<file path="src/rtl/mm_pkg.sv">
// Shared types and arithmetic helpers for the sequential matrix multiplier.
// Latency: none (types and pure functions only).
// Backpressure: not applicable.
package mm_pkg;

  typedef enum logic [1:0] {
    IDLE = 2'd0,
    RUN  = 2'd1,
    DONE = 2'd2
  } state_t;

  // Working width for the conversion helper; accumulators up to this width are supported.
  localparam int WIDE = 64;

  typedef struct packed {
    logic [WIDE-1:0] res;  // converted value, meaningful in the low BITS bits
    logic            chg;  // conversion altered the value (clamped or truncated)
  } conv_t;

  // Accumulator width that can hold N full-width products without wrapping.
  function automatic int acc_width(input int bits, input int n);
    return 2 * bits + $clog2(n);
  endfunction

  // Reduce a full-width sum (already sign/zero extended to WIDE) to a BITS-wide element.
  // The change flag compares the re-extended low bits against the original sum, which
  // is exactly the condition under which either clamping or truncation alters the value.
  function automatic conv_t sat_trunc(input logic [WIDE-1:0] value, input int bits,
                                      input bit is_signed, input bit saturate);
    logic [WIDE-1:0]        mask;
    logic [WIDE-1:0]        sbit;
    logic [WIDE-1:0]        trunc;
    logic [WIDE-1:0]        back;
    logic signed [WIDE-1:0] sval;
    logic signed [WIDE-1:0] smax;
    logic signed [WIDE-1:0] smin;
    conv_t                  r;
    mask  = (64'd1 << bits) - 64'd1;
    sbit  = 64'd1 << (bits - 1);
    trunc = value & mask;
    // (t ^ s) - s sign-extends t from its top bit s
    back  = is_signed ? ((trunc ^ sbit) - sbit) : trunc;
    sval  = $signed(value);
    smax  = $signed(sbit - 64'd1);
    smin  = $signed(64'd0 - sbit);
    r.chg = (back != value);
    r.res = trunc;
    if (saturate) begin
      if (is_signed) begin
        if (sval > smax)      r.res = smax;
        else if (sval < smin) r.res = smin;
      end else if (value > mask) begin
        r.res = mask;
      end
    end
    return r;
  endfunction

endpackage

</file>
<file path="src/rtl/mm_mac.sv">
// Single multiply-accumulate: combinational product plus a registered accumulator.
// Latency: next_sum is combinational from a/b/acc; acc updates one cycle after en.
// Backpressure: none; the controller decides every cycle via en/clr.
module mm_mac #(
  parameter int BITS     = 8,
  parameter int ACC_BITS = 19,
  parameter int SIGNED   = 0
) (
  input  logic                clk,
  input  logic                rst_n,
  input  logic [BITS-1:0]     a,
  input  logic [BITS-1:0]     b,
  input  logic                en,
  input  logic                clr,
  output logic [ACC_BITS-1:0] next_sum
);

  logic [ACC_BITS-1:0] acc;
  logic [ACC_BITS-1:0] prod_ext;

  if (SIGNED != 0) begin : g_signed
    logic signed [2*BITS-1:0] prod;
    assign prod     = $signed({{BITS{a[BITS-1]}}, a}) * $signed({{BITS{b[BITS-1]}}, b});
    assign prod_ext = ACC_BITS'(prod);
  end else begin : g_unsigned
    logic [2*BITS-1:0] prod;
    assign prod     = {{BITS{1'b0}}, a} * {{BITS{1'b0}}, b};
    assign prod_ext = ACC_BITS'(prod);
  end

  assign next_sum = acc + prod_ext;

  // Accumulate one product per enabled cycle; clear takes priority so a dot product can restart.
  always_ff @(posedge clk or negedge rst_n) begin
    if (!rst_n)   acc <= '0;
    else if (clr) acc <= '0;
    else if (en)  acc <= next_sum;
  end

endmodule

</file>
<file path="src/rtl/seq_matrix_mult.sv">
// Sequential N x N matrix multiplier C = A x B using one MAC and a start/busy/done handshake.
// Latency: N^3 RUN cycles after start is accepted, done on the following cycle (N^3+2 per matrix).
// Backpressure: none; start while busy or during done is dropped, there is no queueing.
module seq_matrix_mult
  import mm_pkg::*;
#(
  parameter int BITS     = 8,
  parameter int N        = 8,
  parameter int SIGNED   = 0,
  parameter int SATURATE = 1,
  parameter int ACC_BITS = acc_width(BITS, N)
) (
  input  logic                clk,
  input  logic                rst_n,
  input  logic                start,
  input  logic [N*N*BITS-1:0] A,
  input  logic [N*N*BITS-1:0] B,
  output logic [N*N*BITS-1:0] C,
  output logic                busy,
  output logic                done,
  output logic                ovf
);

  localparam int            IW   = $clog2(N);
  localparam int            VW   = N * N * BITS;
  localparam logic [IW-1:0] LAST = IW'(N - 1);

  state_t              state;
  logic [IW-1:0]       i;
  logic [IW-1:0]       j;
  logic [IW-1:0]       k;
  logic [VW-1:0]       a_q;
  logic [VW-1:0]       b_q;
  logic [VW-1:0]       work_q;
  logic [VW-1:0]       c_next;
  logic                ovf_work;
  logic [BITS-1:0]     a_el;
  logic [BITS-1:0]     b_el;
  logic                mac_en;
  logic                mac_clr;
  logic [ACC_BITS-1:0] next_sum;
  logic [WIDE-1:0]     sum_wide;
  conv_t               conv;
  logic                k_last;
  logic                step_last;
  logic                unused_conv_hi;

  assign a_el      = a_q[(N*i + k)*BITS +: BITS];
  assign b_el      = b_q[(N*k + j)*BITS +: BITS];
  assign k_last    = (k == LAST);
  assign step_last = k_last && (j == LAST) && (i == LAST);
  assign mac_en    = (state == RUN);
  // Clearing on accept means the first RUN cycle starts from an empty accumulator.
  assign mac_clr   = ((state == IDLE) && start) || ((state == RUN) && k_last);

  mm_mac #(
    .BITS    (BITS),
    .ACC_BITS(ACC_BITS),
    .SIGNED  (SIGNED)
  ) u_mac (
    .clk     (clk),
    .rst_n   (rst_n),
    .a       (a_el),
    .b       (b_el),
    .en      (mac_en),
    .clr     (mac_clr),
    .next_sum(next_sum)
  );

  // Extend the completed dot product, convert it, and form the result image with the final element bypassed.
  always_comb begin
    if (SIGNED != 0) sum_wide = WIDE'($signed(next_sum));
    else             sum_wide = WIDE'(next_sum);
    conv   = sat_trunc(sum_wide, BITS, SIGNED != 0, SATURATE != 0);
    c_next = work_q;
    c_next[VW-1 -: BITS] = conv.res[BITS-1:0];
  end

  assign unused_conv_hi = ^conv.res[WIDE-1:BITS];

  // Controller: operand latch, i/j/k sweep, write-back and the registered handshake outputs.
  // C/ovf/done load on the edge into DONE so they are valid in the done cycle itself; the
  // (N-1,N-1) element is still in flight on that edge, hence the bypass in c_next.
  always_ff @(posedge clk or negedge rst_n) begin
    if (!rst_n) begin
      state    <= IDLE;
      i        <= '0;
      j        <= '0;
      k        <= '0;
      a_q      <= '0;
      b_q      <= '0;
      work_q   <= '0;
      ovf_work <= 1'b0;
      C        <= '0;
      busy     <= 1'b0;
      done     <= 1'b0;
      ovf      <= 1'b0;
    end else begin
      case (state)
        IDLE: begin
          done <= 1'b0;
          if (start) begin
            a_q      <= A;
            b_q      <= B;
            i        <= '0;
            j        <= '0;
            k        <= '0;
            ovf_work <= 1'b0;
            busy     <= 1'b1;
            state    <= RUN;
          end
        end
        RUN: begin
          if (k_last) begin
            work_q[(N*i + j)*BITS +: BITS] <= conv.res[BITS-1:0];
            ovf_work <= ovf_work | conv.chg;
            k        <= '0;
            if (j == LAST) begin
              j <= '0;
              i <= (i == LAST) ? '0 : i + IW'(1);
            end else begin
              j <= j + IW'(1);
            end
            if (step_last) begin
              C     <= c_next;
              ovf   <= ovf_work | conv.chg;
              done  <= 1'b1;
              state <= DONE;
            end
          end else begin
            k <= k + IW'(1);
          end
        end
        DONE: begin
          done  <= 1'b0;
          busy  <= 1'b0;
          state <= IDLE;
        end
        default: begin
          state <= IDLE;
          busy  <= 1'b0;
          done  <= 1'b0;
        end
      endcase
    end
  end

endmodule

</file>
<file path="config.mk">
export PLATFORM = sky130hd
export DESIGN_NAME = seq_matrix_mult
export DESIGN_NICKNAME = d
export VERILOG_FILES = /design/src/rtl/mm_pkg.sv /design/src/rtl/mm_mac.sv /design/src/rtl/seq_matrix_mult.sv
export SDC_FILE = /design/constraint.sdc
export NUM_CORES = 2
export LEC_CHECK = 0
export CAP_MARGIN = 20
export CORE_AREA = 2 2 594 596
export CTS_CLUSTER_SIZE = 20
export DETAILED_ROUTE_END_ITERATION = 12
export DIE_AREA = 0 0 596 598
export PLACE_DENSITY = 0.49
export SYNTH_ARGS = -nofsm -noshare
export SYNTH_HDL_FRONTEND = slang
export SYNTH_SLANG_ARGS = --single-unit
</file>
<file path="constraint.sdc">
create_clock -name clk -period 10.2 [get_ports clk]
set_input_delay 2.04 -clock clk [delete_from_list [all_inputs] [get_ports clk]]
set_output_delay 2.04 -clock clk [all_outputs]
set_load 0.005 [all_outputs]
</file>
======== Yosys cells after proc, flatten, opt, wreduce, memory -nomap -nowiden ========
Cells that the tools add are included.
word-level totals
  bits of input ports ..................... 1,027
  register bits after elaboration ......... 2,082
  word-level logic and storage cells ...... 81
  output and inout port bits .............. 515
operators by class
  magnitude comparators ................... 1
  equality and inequality tests ........... 8
  multiplexer cells ....................... 26
  add/subtract/negate cells ............... 8
  shifts and indexed selects .............. 4
  $mul .................................... 1
  reductions and logical operators ........ 18
  bitwise logic cells ..................... 2
operators with widths
  cell                                                    number
  variable part select 512 x 11 -> 8 bit                  2
  bitwise mux 512 bit                                     1
  variable shift 8 x 34 -> 512 bit, first input constant  1
  variable part select 8 x 34 -> 512 bit                  1
  two-way mux 19 bit                                      2
  negator 10 -> 34 bit                                    1
  adder 6 x 3 -> 7 bit                                    3
  two-way mux 3 bit                                       7
  adder 19 x 16 -> 19 bit                                 1
  > comparator 19 x 8 -> 1 bit, second input constant     1
  case mux 3 bit (2 select lines)                         3
  multiplier 8 x 8 -> 16 bit                              1
  nonzero test 11 bit                                     1
  AND reduction 2 bit                                     5
  adder 3 x 1 -> 3 bit, second input constant             3
  equality test 3 bit, second input constant              3
  AND reduction 3 bit                                     3
  two-way mux 8 bit                                       1
  two-way mux 1 bit                                       6
  two-way mux 2 bit                                       3
  != test 2 x 1 -> 1 bit, second input constant           3
  logical AND 1 bit                                       4
  case mux 1 bit (2 select lines)                         2
  case mux 2 bit (2 select lines)                         1
  other kinds (8)                                         9

======== Longest topological paths before layout ========
  depth after elaboration ................. 8
  mapped depth ............................ 29
  gate-level depth less buffers ........... 23

======== Hierarchy ========
From an unflattened synthesis, not the netlist that was laid out.
unflattened totals
  cells, all modules ...................... 5,791
  area total of the unflattened synthesis .. 88,906.5 sq um
by module, submodules not included
  module           cells each  instances  sequential area each (sq um)  area each (sq um)
  seq_matrix_mult  5,401       1          51,424.3                      85,431.9
  mm_mac           390         1          475.5                         3,474.6

======== Worst setup path after synthesis ========
Ideal clock, no wire load.
  path type ............................... register -> register
  start point ............................. register k[0]
  end point ............................... register work_q[100]
  arrival ................................. 7.563 ns
  setup slack ............................. 2.496 ns
  buffers on the path ..................... 6
  stages on the path, launching flop included .. 27
  setup time .............................. 0.141 ns
  period minus slack after synthesis ...... 7.704 ns
  required time ........................... 10.059 ns
  cell sequence ........................... dfrtp_1 -> buf_2 -> buf_1 -> mux4_2 -> mux4_2 -> mux4_2 -> and2_1 -> fa_1 -> inv_1 -> fa_1 -> inv_1 -> fa_1 -> inv_1 -> fa_1 -> inv_1 -> ha_1 -> buf_6 -> a21o_1 -> a221o_1 -> mux2_1 -> a2111oi_2 -> o2111ai_1 -> nor4_1 -> buf_2 -> buf_4 -> buf_4 -> a31oi_1
between the ends
  word-level cells in the longest chain between the ends .. 8
  elaborated cells on any way between the ends .. 12
  those cells by class .................... 3 x add/sub; 1 x mul; 1 x order compare; 1 x eq/ne; 3 x shift; 2 x mux; 1 x reduce/logical
RTL lines
  element                                                    line                                          RTL
  start: declaration                                         seq_matrix_mult.sv:31                         logic [IW-1:0] k;
  start signal: assignment                                   seq_matrix_mult.sv:131                        k <= k + IW'(1);
  adder 6 x 3 -> 7 bit (on tied branches)                    seq_matrix_mult.sv:48, seq_matrix_mult.sv:49
  variable part select 512 x 11 -> 8 bit (on tied branches)  seq_matrix_mult.sv:48, seq_matrix_mult.sv:49
  multiplier 8 x 8 -> 16 bit                                 mm_mac.sv:27                                  assign prod = {{BITS{1'b0}}, a} * {{BITS{1'b0}}, b};
  adder 19 x 16 -> 19 bit                                    mm_mac.sv:31                                  assign next_sum = acc + prod_ext;
  > comparator 19 x 8 -> 1 bit                               mm_pkg.sv:52                                  end else if (value > mask) begin
  two-way mux 8 bit                                          mm_pkg.sv:52
  variable part select 8 x 34 -> 512 bit                     seq_matrix_mult.sv:115                        work_q[(N*i + j)*BITS +: BITS] <= conv.res[BITS-1:0];
  bitwise mux 512 bit                                        seq_matrix_mult.sv:115
  end signal: indexed assignment                             seq_matrix_mult.sv:115
  end: declaration                                           seq_matrix_mult.sv:34                         logic [VW-1:0] work_q;
Parallel ways exist; a longest one is shown, timed or not.
A chain may end at the register's enable or synchronous reset.

======== Worst setup path in the final report ========
  start point ............................. register j[0]
  end point ............................... register work_q[277]
between the ends
  word-level cells in the longest chain between the ends .. 8
  elaborated cells on any way between the ends .. 11
  those cells by class .................... 4 x add/sub; 1 x mul; 1 x order compare; 3 x shift; 2 x mux
RTL lines
  element                                 line                    RTL
  start: declaration                      seq_matrix_mult.sv:30   logic [IW-1:0] j;
  start signal: assignment                seq_matrix_mult.sv:122  j <= j + IW'(1);
  adder 6 x 3 -> 7 bit                    seq_matrix_mult.sv:49   assign b_el = b_q[(N*k + j)*BITS +: BITS];
  variable part select 512 x 11 -> 8 bit  seq_matrix_mult.sv:49
  multiplier 8 x 8 -> 16 bit              mm_mac.sv:27
  adder 19 x 16 -> 19 bit                 mm_mac.sv:31
  > comparator 19 x 8 -> 1 bit            mm_pkg.sv:52
  two-way mux 8 bit                       mm_pkg.sv:52
  variable part select 8 x 34 -> 512 bit  seq_matrix_mult.sv:115
  bitwise mux 512 bit (*)                 seq_matrix_mult.sv:115
Mark *: on every way between the ends. The rest lies on a longest branch, timed or not.

==> flow_summary.ini <==
[place]
gp_congestion = 0.894
place_area_mm2 = 0.111
dpl.hpwl_um = 307000
io_buffers = 1541
place_ws_ns = 0.965

[timing]
rsz0062_at_grt = false
worst_slack_ns = 0.943
finalCritPeriodShare_pct = 90.8
hold_viol = 0
worstMarginPinSlew_ns = 1.10
slew_headroom_pct = 26.4
hold_ws_ns = 0.412
slew_violations = 0
max_clock_freq_mhz = 108
finalSetupViolations = 0
clock_skew_ns = 0.111
finalCriticalPeriod_ns = 9.26
setup_tns_ns = 0

[cts]
cts_tree = done
postCtsSetupBuffers = 0
cts.hold.buffers_added = 0
clock-sinks = 2074
path_clk_slew_ns = 0.07
cts_inserted_buffers = 240
clk_latency_ns = 0.94
clockBufferDepth = 4
h-tree-depth = 4
post_cts_resized = 0
root_buffer = clkbuf_16

[drt]
drt_iter0_markers = 7089
vias = 76831
viasPerCell = 4.77
drc = 0
first_pass_iters = 6
wl_um = 418000
wl_per_cell_um = 26.0
drtAntennaViolNets = 0

[yosys]
synth.distinct_cells = 60
yosysTopAreaCell = dfrtp_1
syn_nets = 11093
synth_seq_cells = 2074
synth.avg_cell_area_um2 = 9.11
netlist.area_leader.share_pct = 57.2
synthCells = 9966
synthesis.area_mm2 = 0.0908
netlist_top_cells_area = dfrtp_1, nand2_1, mux4_2
synth_edf_count = 0
ys.flop_type = dfrtp_1
ys_seq_area_share_pct = 57.2
ys.warnings.count = 0
async_flop_share_pct = 100

[hold_path]
min_path_cells = 2
holdCritPathClass = reg -> reg

[layout]
seq_area_mm2 = 0.0519
layout_common_cells = nand2_1, dfrtp_1, clkdlybuf4s50_1
final_area_mm2 = 0.119
drive_gt1_share_pct = 7.25
syn2layout_area_growth_pct = 31.5
n_fill_cell = 36456
final_common_cell = nand2_1
multi_input_area_mm2 = 0.0361
final_util_pct = 34.1
fin_nets = 12381

[status]
status = finished, final reports clean

[global_route]
grt_overflow = 0
grt_pass1_vias = 77316
grt_pass1_wl_um = 590000
grt_usage_pct = 22.9
antenna_found_initial = 102
grt_max_degree = 196

[floorplanning]
pin_count = 1542
core-area_mm2 = 0.351
die_w_um = 596
placementRows = 218
dieArea_mm2 = 0.356
die_height_um = 598
start_util_pct = 25.9

[setup_path]
critPathKind = reg -> reg
cp-start-kind = flop
critPathCaptureType = flop
crit_fanout = 128
required_ns = 10.88
rr_worst_depth = 25
arrival_ns = 9.93

[power_and_ir_drop]
max-vdd-ir-drop_mv = 1.11
power-per-cell-area_mw_per_mm2 = 243
p_leak_nw = 58.9

[run]
max-cap-violations = 0
## kinds of logic after synthesis
logic type,Yosys count,synth area share [%]
and+or+nand+nor,5917,24.8
DFF,2074,57.2
buffers and inverters,758,3.37
AOI/OAI and AO/OA,736,5.35
muxes,369,7.38
adders and majority gates,100,1.79
xor gates and xnor gates,12,0.116
## registers in the layout (all words and copies together) (netlist names)
name       count
C            512
a_q          512
b_q          512
work_q       504
u_mac.acc     19
i              3
j              3
k              3
state          2
busy           1
done           1
ovf            1
ovf_work       1
## Yosys cell counts, drive strengths merged (9+ instances only)
| library cell | number |
|---|---|
| nand2 | 4663 |
| dfrtp | 2074 |
| nor2 | 1105 |
| clkbuf | 534 |
| a31oi | 495 |
| mux4 | 240 |
| mux2i | 128 |
| buf | 120 |
| inv | 102 |
| o221ai | 63 |
| a21oi | 53 |
| fa | 50 |
| ha | 50 |
| and2 | 48 |
| o22ai | 35 |
| nor3 | 27 |
| or3 | 23 |
| a41oi | 22 |
| a22o | 20 |
| nand2b | 16 |
| o21ai | 15 |
| nand3 | 9 |
## through the flow
step           std cells  total power (W)
6_report           16109           0.0291
5_1_grt            16091           0.0303
4_1_cts            16064           0.0294
3_5_place_dp       15626           0.0204
3_3_place_gp       15623           0.0204
2_1_floorplan       9966           0.0148
## where the power goes
group / switching [W] / internal (W) / leakage (nW)
sequential: 0.000706 / 0.00893 / 28.1
clock: 0.00380 / 0.00513 / 3.95
combinational: 0.00733 / 0.00318 / 26.9
total: 0.0118 / 0.0172 / 58.9
## critical path: stages (launching register included)
cell       delay, ns
dfrtp_4         1.02
buf_12          0.34
buf_4           0.26
mux4_2          0.50
o22ai_1         0.17
nor2_1          0.14
mux4_2          0.64
and2_1          0.23
fa_1            0.50
inv_1           0.06
fa_1            0.54
inv_1           0.06
fa_1            0.48
inv_1           0.05
fa_1            0.48
inv_1           0.04
ha_1            0.40
a21o_1          0.25
a221o_1         0.47
mux2_1          0.36
a2111oi_2       0.37
o2111ai_1       0.21
nor4_2          0.29
buf_12          0.23
buf_12          0.47
a31oi_1         0.18
## layout make-up
class | count | area share [%]
repair buffers | 1700 | 14.4
flip-flops and latches | 2074 | 43.5
well taps | 4620 | 4.84
clock inverters | 90 | 0.919
multi-input cells | 7134 | 30.2
inverters | 104 | 0.334
diodes | 39 | 0.0817
clock buffers | 348 | 5.80
## layer usage
metal	track usage, %	share of wire, %	up-vias
li1	-	-	34797
met1	30.4	43	38483
met2	36.9	46	2824
met3	4.15	6.4	669
met4	8.88	4.3	58
met5	0	0.085	-
## path summary, 6_finish.rpt
check / startpoint / to / slack, ns
setup / recovery: j[0] / work_q[277] / 0.94
hold / removal: work_q[273] / C[273] / 0.41
max in group asynchronous: rst_n / b_q[428] / 6.79
hold reg to reg: work_q[273] / C[273] / 0.41
setup reg to reg: j[0] / work_q[277] / 0.94
min in group asynchronous: rst_n / b_q[79] / 1.11
No activity file was read; power rests on OpenSTA's default activity.
==> RTL edit (config.mk and constraints unchanged) <==
Set the parameter `SATURATE` to 0 (it was 1).
--- a/src/rtl/seq_matrix_mult.sv
+++ b/src/rtl/seq_matrix_mult.sv
@@ -8,5 +8,5 @@
   parameter int N        = 8,
   parameter int SIGNED   = 0,
-  parameter int SATURATE = 1,
+  parameter int SATURATE = 0,
   parameter int ACC_BITS = acc_width(BITS, N)
 ) (
Check against the original RTL: not settled (the Yosys comparison gave no result); the edit may change what the design does.
==> RTL edit against the unedited design <==
  * Non-clock buffer count shrank 53
  * Worst hold slack lost 0.015 ns
  * Synthesized area shrank 2.1%
  * Sequential cell count is the same
  * Routed wire length shrank 6.2%
  * Sequential power shrank 2.8%
  * Power shrank 9.9%
  * Worst setup slack gained 1.0 ns
  * Final area shrank 1.8%
  * Global-route usage shrank 1.4 points
  * First-iteration DRC count shrank 19%
  * Sequential share of layout area grew 0.80 points
  * Critical path type unchanged
  * Largest cell class unchanged
  * Largest power group is now sequential cells
  * Highest routed layer unchanged
==> RTL edit: results (changes against the unedited design) <==
stage,metric,value,unit,change
outcome,status,"finished, final reports clean",,
global_routing,largest net degree at the start of global routing,269,,+37%
layout,# fillers,35800,,-1.8%
global_routing,Overall Global Routing Usage,21.5,%,-1.4 points
place,GPL Wtd Cong,0.913,,+2.1%
yosys,ranking of synthesized cells by area,"dfrtp_1, nand2_1, mux4_2",,
detailed_routing,post-DR vias/cell,4.66,,-2.2%
global_routing,initial antenna violation count,30,,-71%
place,DP Wirelength,300000,um,-2.3%
layout,share of layout cells above drive strength 1,12.0,%,+4.8 points
cts,"Clk Latency, worst-skew pair",0.92,ns,-0.02 ns
detailed_routing,DR iter-0 viols,5768,,-19%
power_and_ir_drop,Leakage,57.9,nW,-1.8%
global_routing,Global Route met2 Usage,35.2,%,-1.7 points
detailed_routing,routed wl met2,186000,um,-4.5%
cts,TritonCTS Buffers,235,,-2.1%
yosys,synth cell count leaders,"nand2_1, dfrtp_1, clkbuf_1",,
setup_path,Worst path max stage delay,0.94,ns,-0.08 ns
detailed_routing,DRT met1 WL,168000,um,-6.1%
yosys,Syn Inst Count,8839,,-11%
setup_path,Crit Path Max Fanout,36,,-72%
setup_path,CP Data Arrival Time,9.03,ns,-0.90 ns
global_routing,global routing usage on met1,28.7,%,-1.7 points
yosys,Mapped Nets,9966,,-10%
detailed_routing,met3 wire len,22600,um,-16%
## RTL edit: changes by cell type after synthesis, moves of 42 or more
cell      delta
a31oi_1    -494
buf_4       -42
clkbuf_1   -106
mux2_2     +383
mux2i_1    -128
mux4_2      +96
nand2_1    +188
nor2_1    -1027
o21ai_0     +87
o221ai_1    -62
## RTL edit: power by group
group,internal [mW],switching (mW),leakage (nW)
clock,5.04,3.63,3.82
combinational,2.90,5.26,25.9
sequential,8.76,0.604,28.1
## RTL edit: kinds of logic after synthesis
| kind of cell | share of synthesized area, % |
|---|---|
| adders and majority gates | 1.83 |
| DFF | 58.4 |
| AOI/OAI and AO/OA | 1.45 |
| buffers and inverters | 2.57 |
| xor gates and xnor gates | 0.156 |
| muxes | 13.4 |
| and+or+nand+nor | 22.3 |
## RTL edit: path summary, 6_finish.rpt
check / cells past startpoint / slack (ns) / startpoint / end
worst min-delay path: 2 / 0.40 / work_q[243]$_DFFE_PN0P_ / C[243]$_DFFE_PN0P_
max in group asynchronous: 3 / 6.65 / rst_n / C[197]$_DFFE_PN0P_
worst max register to register: 18 / 1.95 / j[0]$_DFFE_PN0P_ / work_q[79]$_DFFE_PN0P_
worst max-delay path: 18 / 1.95 / j[0]$_DFFE_PN0P_ / work_q[79]$_DFFE_PN0P_
min in group asynchronous: 1 / 1.10 / rst_n / C[105]$_DFFE_PN0P_
worst min register to register: 2 / 0.40 / work_q[243]$_DFFE_PN0P_ / C[243]$_DFFE_PN0P_
## RTL edit: worst register-to-register path: stages, from the launching register on
cell and delay [ns]:
dfrtp_4 0.94, buf_12 0.40, buf_4 0.31, mux4_2 0.53
mux4_2 0.52, mux4_2 0.68, and2_1 0.27, fa_1 0.43
fa_1 0.49, inv_1 0.06, fa_1 0.50, fa_1 0.49
inv_1 0.04, ha_1 0.40, a21oi_1 0.15, xnor2_2 0.36
nand2_1 0.78, nor2_1 0.59, mux2_2 0.23
## RTL edit: stage by stage
step | utilization (%) | setup slack [ns] | cell area, um^2 | total power, mW | hold WS, ns
after floorplan | - | 3.54 | 88900 | 13.5 | 0.433
after global placement | 31.2 | 1.61 | 109000 | 17.8 | 0.440
after detailed placement | 31.2 | 1.57 | 109000 | 17.9 | 0.449
after CTS | 33.4 | 1.57 | 117000 | 26.6 | 0.391
after global routing | 33.4 | 1.42 | 117000 | 27.5 | 0.425
final | 33.4 | 1.95 | 117000 | 26.2 | 0.397
## RTL edit: layout make-up
class                   count  area, um^2  share of cell area [%]
multi-input cells        6180       34800                    29.7
well taps                4620        5780                    4.93
inverters                  99         380                   0.324
clock inverters            70         985                   0.840
flip-flops and latches   2074       51900                    44.3
clock buffers             343        6810                    5.80
diodes                     14        35.0                  0.0299
repair buffers           1647       16600                    14.1
